===== config.mk =====
export PLATFORM = sky130hd
export DESIGN_NAME = spi_fib_rx_framer
export DESIGN_NICKNAME = d
export VERILOG_FILES = /design/src/rtl/spi_fib_rx_framer.sv
export SDC_FILE = /design/constraint.sdc
export NUM_CORES = 1
export LEC_CHECK = 0
export ABC_AREA = 1
export CAP_MARGIN = 20
export CORE_ASPECT_RATIO = 1.2
export CORE_UTILIZATION = 60
export CTS_CLUSTER_DIAMETER = 50
export DETAILED_ROUTE_END_ITERATION = 8
export PLACE_DENSITY = 0.81
export SYNTH_ARGS = -nofsm -noshare
export SYNTH_HDL_FRONTEND = slang
export SYNTH_SLANG_ARGS = --single-unit

===== constraint.sdc =====
create_clock -name clk -period 3.7 [get_ports clk]
set_input_delay 0.555 -clock clk [delete_from_list [all_inputs] [get_ports clk]]
set_output_delay 0.555 -clock clk [all_outputs]
set_load 0.02 [all_outputs]

===== src/rtl/spi_fib_rx_framer.sv =====
// Collects one NDN interest/data packet from the SPI byte core and replays it to fib_table.
// Optional inter-byte idle timeout in COLLECT is enabled with `define SPI_FIB_RX_TIMEOUT_EN.
module spi_fib_rx_framer #(
    parameter int PREFIX_BYTES   = 8,
    parameter int DATA_BYTES     = 32,
    parameter int TIMEOUT_CYCLES = 1024
) (
    input  logic       clk,
    input  logic       rst,
    input  logic [7:0] spi_rx_byte,
    input  logic       spi_rx_valid,
    output logic       spi_rx_ready,
    output logic       RX_valid,
    output logic [7:0] data_SPI_to_FIB,
    output logic       pkt_done,
    output logic [7:0] drop_count,
    output logic       rx_timeout
);
    localparam int         L_MAX        = 1 + PREFIX_BYTES + DATA_BYTES;
    localparam logic [5:0] LEN_INTEREST = 6'(1 + PREFIX_BYTES);
    localparam logic [5:0] LEN_DATA     = 6'(L_MAX);

    typedef enum logic [1:0] {IDLE, COLLECT, START, SEND} state_t;

    state_t     state;
    logic [5:0] idx;
    logic [5:0] pkt_len;
    logic [7:0] pkt_buf [L_MAX];
    logic       accept;

    assign accept = spi_rx_valid && spi_rx_ready;

    // Buffer needs no reset; idx is 0 in IDLE so byte 0 always lands at the front.
    always_ff @(posedge clk) begin
        if (accept) begin
            pkt_buf[idx] <= spi_rx_byte;
        end
    end

    always_ff @(posedge clk or posedge rst) begin
        if (rst) begin
            drop_count <= 8'd0;
        end else if (spi_rx_valid && !spi_rx_ready && drop_count != 8'hFF) begin
            drop_count <= drop_count + 8'd1;
        end
    end

`ifdef SPI_FIB_RX_TIMEOUT_EN
    localparam int            TW       = $clog2(TIMEOUT_CYCLES + 1);
    localparam logic [TW-1:0] TMO_LAST = TW'(TIMEOUT_CYCLES - 1);
    logic [TW-1:0] idle_cnt;
`else
    logic unused_timeout_cfg;
    assign unused_timeout_cfg = (TIMEOUT_CYCLES > 0);
    assign rx_timeout = 1'b0;
`endif

    always_ff @(posedge clk or posedge rst) begin
        if (rst) begin
            state           <= IDLE;
            idx             <= 6'd0;
            pkt_len         <= LEN_DATA;
            spi_rx_ready    <= 1'b1;
            RX_valid        <= 1'b0;
            data_SPI_to_FIB <= 8'd0;
            pkt_done        <= 1'b0;
`ifdef SPI_FIB_RX_TIMEOUT_EN
            idle_cnt        <= '0;
            rx_timeout      <= 1'b0;
`endif
        end else begin
            RX_valid <= 1'b0;
`ifdef SPI_FIB_RX_TIMEOUT_EN
            rx_timeout <= 1'b0;
`endif
            case (state)
                IDLE: begin
                    if (accept) begin
                        pkt_len <= spi_rx_byte[6] ? LEN_INTEREST : LEN_DATA;
                        idx     <= 6'd1;
                        state   <= COLLECT;
`ifdef SPI_FIB_RX_TIMEOUT_EN
                        idle_cnt <= '0;
`endif
                    end
                end
                COLLECT: begin
                    if (accept) begin
                        idx <= idx + 6'd1;
`ifdef SPI_FIB_RX_TIMEOUT_EN
                        idle_cnt <= '0;
`endif
                        if (idx + 6'd1 == pkt_len) begin
                            state        <= START;
                            RX_valid     <= 1'b1;
                            spi_rx_ready <= 1'b0;
                        end
                    end
`ifdef SPI_FIB_RX_TIMEOUT_EN
                    else if (idle_cnt == TMO_LAST) begin
                        state      <= IDLE;
                        idx        <= 6'd0;
                        idle_cnt   <= '0;
                        rx_timeout <= 1'b1;
                    end else begin
                        idle_cnt <= idle_cnt + 1'b1;
                    end
`endif
                end
                START: begin
                    data_SPI_to_FIB <= pkt_buf[0];
                    idx             <= 6'd1;
                    pkt_done        <= 1'b0;
                    state           <= SEND;
                end
                SEND: begin
                    // pkt_done high means the last byte is on the bus this cycle.
                    if (pkt_done) begin
                        state           <= IDLE;
                        idx             <= 6'd0;
                        data_SPI_to_FIB <= 8'd0;
                        pkt_done        <= 1'b0;
                        spi_rx_ready    <= 1'b1;
                    end else begin
                        data_SPI_to_FIB <= pkt_buf[idx];
                        idx             <= idx + 6'd1;
                        pkt_done        <= (idx + 6'd1 == pkt_len);
                    end
                end
                default: begin
                    state <= IDLE;
                end
            endcase
        end
    end
endmodule

==> impl_summary.log <==
[metrics] Crit path required time: ~3.8 ns
[metrics] Initial Util: 61.66%
[metrics] buffer levels on the longest clock path: 3
[metrics] via count of the first global-routing pass: 10260
[metrics] hold violation count in the final report: 0
[metrics] startpoint types: flip-flop
[metrics] area of combinational cells with multiple inputs: 4034 um2
[metrics] slowest cell on the critical path: nor2_1
[metrics] Setup crit end kind: flip-flop
[metrics] total routed wirelength: approximately 35000 um
[metrics] boundary pin count: 31
[metrics] max-slew violation count: 0
[metrics] clock period minus worst slack: 2.775 ns
[metrics] run status: finished, final reports clean
[metrics] remaining antenna violation count: 0
[metrics] Fin Clk Skew: 0.02609 ns
[metrics] mean routed wirelength per cell: around 19 um
[metrics] antenna cell count: 0
[metrics] layout overhead on the synthesized area: 10.39%
[metrics] FF-to-FF setup slack: 0.93 ns
[metrics] initial antenna violation count: 0
[metrics] power density relative to cell area: 480.6 nW/um2
[metrics] count of hold buffers inserted by post-cts repair: 0
[metrics] relative max-transition margin: approximately a third
[metrics] worst-path maximum fanout: 22
[metrics] Fillers: 1735
[metrics] cts repair resizes: 0
[metrics] critical path class: reg -> reg
[metrics] Worst VDD drop: 377.2 uV
[metrics] maximum level of the CTS H-tree: 2
[metrics] slew at the pin closest to its max-slew limit: just over 1 ns
[metrics] type of the most critical hold path: in -> async
[metrics] number of search-and-repair iterations in the first detailed-routing pass: 6
[metrics] most common cell after layout, fill and taps aside: nand2_1
[metrics] wire length of the first global-routing pass: 54350 um
[metrics] endpoint of the lowest-slack register-to-register path: pkt_buf[14][7]
[metrics] floorplan row count: 63
[metrics] distinct cell type count of the synthesized netlist: 40
[metrics] period utilization: 74.99%
[metrics] DR vias/cell: between 5 and 6
[metrics] Layout Nets: 1504
[metrics] count of input and output buffers: 29
[metrics] Num CTS Buffers: 36
[metrics] total nets after synthesis: roughly 1500
[metrics] remaining global-route overflow: 0
[metrics] register area: 10560 um2
[metrics] TNS Setup: 0 ns
[metrics] ratio of cells with drive above 1 in the final layout: 7.162%
[metrics] die span in y: 177.5 um
[metrics] CORE AREA: 24990 um2
[metrics] synth warn: 0
[metrics] leakage power: 6.782 nW
[metrics] # DRC: 0
[metrics] Seq/Total Area, Yosys: around two thirds
[metrics] top library cells by usage in the layout, fill and taps aside: nand2_1 (559), edfxtp_1 (328), nor2_1 (131)
[metrics] RSZ-0062 raised after global routing: false
[metrics] All-Layer GR Usage: between 20 and 30%
[metrics] arrival time of data at the critical path endpoint: 2.91 ns
[metrics] Max Cap Violations: 0
[metrics] cell repeated most along the worst path: nor2_1
[metrics] iteration-0 DRC count of the detailed router: 1290
[metrics] top achievable clock speed: 360.4 MHz
[metrics] mean area per synthesized cell: 10.55 um2
[metrics] Post-Synthesis Cells: 1460
[metrics] Die Outline Area: 26330 um2
[metrics] DP Wirelength: 20880 um
[metrics] chip width: 148.3 um
[metrics] number of setup violations in the final report: 0
[metrics] combined area of all synthesized cells: 15410 um2
[metrics] number of setup buffers added after CTS: 0
[metrics] final RePlAce weighted congestion: 0.9292
[metrics] clock root buffer: clkbuf_16
[metrics] clock transition time at the flip-flop clock pins of the worst setup and hold paths: 0.06 ns
[metrics] FF-to-FF Start: idx[3]
[metrics] largest net degree at the start of global routing: 99
[metrics] cell count of the worst reg-to-reg path: 4
[metrics] total vias in the final route: 10450
[metrics] worst stage delay on the critical path: 0.62 ns
[metrics] register bit total from synthesis: 356
[metrics] Final Total Pwr: 8.175 mW
[metrics] CP cell instances: inv_1 > nor2_1 > nand2_1 > nor2_1
[metrics] clock insertion delay at the later pin of the skew report: roughly 0.53 ns
[metrics] clock tree from TritonCTS: built
[metrics] number of clock sinks: 356
-- worst max-delay path, delay by kind of cell (launching register included) --
| family | cells | cell delay (ns) |
|---|---|---|
| buffers and inverters | 1 | 0.37 |
| flip-flops | 1 | 0.47 |
| AND/OR/NAND/NOR | 3 | 1.53 |
-- Yosys cell counts, drive strengths merged --
cell,n,area share (%)
xnor2,4,0.23
o211ai,9,0.44
conb,1,0.024
xor2,5,0.28
ha,8,0.65
mux2,1,0.073
nand3,51,1.7
o21a,16,0.78
buf,51,2.0
nor2,137,3.7
clkinv,2,0.049
or2,18,0.73
clkbuf,9,0.23
nor4,2,0.081
dfstp,2,0.34
dfrtp,26,4.2
nor3,6,0.23
nand2,563,14
edfxtp,328,64
inv,124,3.0
a21oi,9,0.39
o22ai,5,0.20
nand4,13,0.53
o21ai,70,2.3
-- report_power, final --
part	internal (mW)	switching (mW)
logic	0.114	0.189
clock network	1.96	1.44
registers	4.43	0.0390
-- cell families (layout without fill, tap and decap cells) --
logic type / after synthesis / count (layout) / share of synthesized area (%)
compound gates: 109 / 109 / 4.109
simple gates: 790 / 790 / 20.81
fa+ha+maj: 8 / 8 / 0.6497
other cells: 1 / 1 / 0.02434
buf+inv: 186 / 234 / 5.327
flops: 356 / 356 / 68.49
xor+xnor: 9 / 9 / 0.5116
mux: 1 / 1 / 0.07308
-- per-layer routing --
metal	GRT usage, %	up-vias	wire (um)	part of all wire, %
li1	-	4830	-	-
met1	36.13	4884	13360	38
met2	46.13	625	17210	49
met3	3.985	108	3300	9.4
met4	14.48	0	1394	4.0
met5	0	-	0	0
-- layout make-up --
cell class	instances	area share, %
sequential	356	62.07
multi-input combinational	918	23.72
clock buffer	42	5.554
inverter	126	2.796
timing repair buffer	47	2.619
tap	325	2.391
clock inverter	19	0.8534
-- flip-flops by register name, summed over array words and instances (netlist names) --
signal and count:
RX_valid 1, data_SPI_to_FIB 8, drop_count 8, idx 6
pkt_buf 328, pkt_done 1, pkt_len 1, spi_rx_ready 1
state 2
-- through the flow --
stage          setup slack (ns)  cell area, um2  hold slack [ns]  instances  util, %
2_1_floorplan             1.402           15410           0.4720       1460        -
3_3_place_gp             0.8162           15890           0.4729       1771    63.59
3_5_place_dp             0.7712           15920           0.4823       1772    63.70
4_1_cts                  0.9937           17010           0.3626       1833    68.06
5_1_grt                  0.7821           17010           0.3949       1833    68.06
6_report                 0.9255           17010           0.3580       1833    68.06
-- worst max-delay path by stage --
stage / from / to / cells past startpoint
after floorplan: idx[1] / pkt_buf[32][0] / 5
after global placement: spi_rx_valid / pkt_buf[33][4] / 5
after detailed placement: spi_rx_valid / pkt_buf[38][3] / 5
after CTS: idx[3] / pkt_buf[14][7] / 4
after global routing: idx[3] / pkt_buf[14][7] / 4
final: idx[3] / pkt_buf[14][7] / 4
No activity file was read; power rests on OpenSTA's default activity.
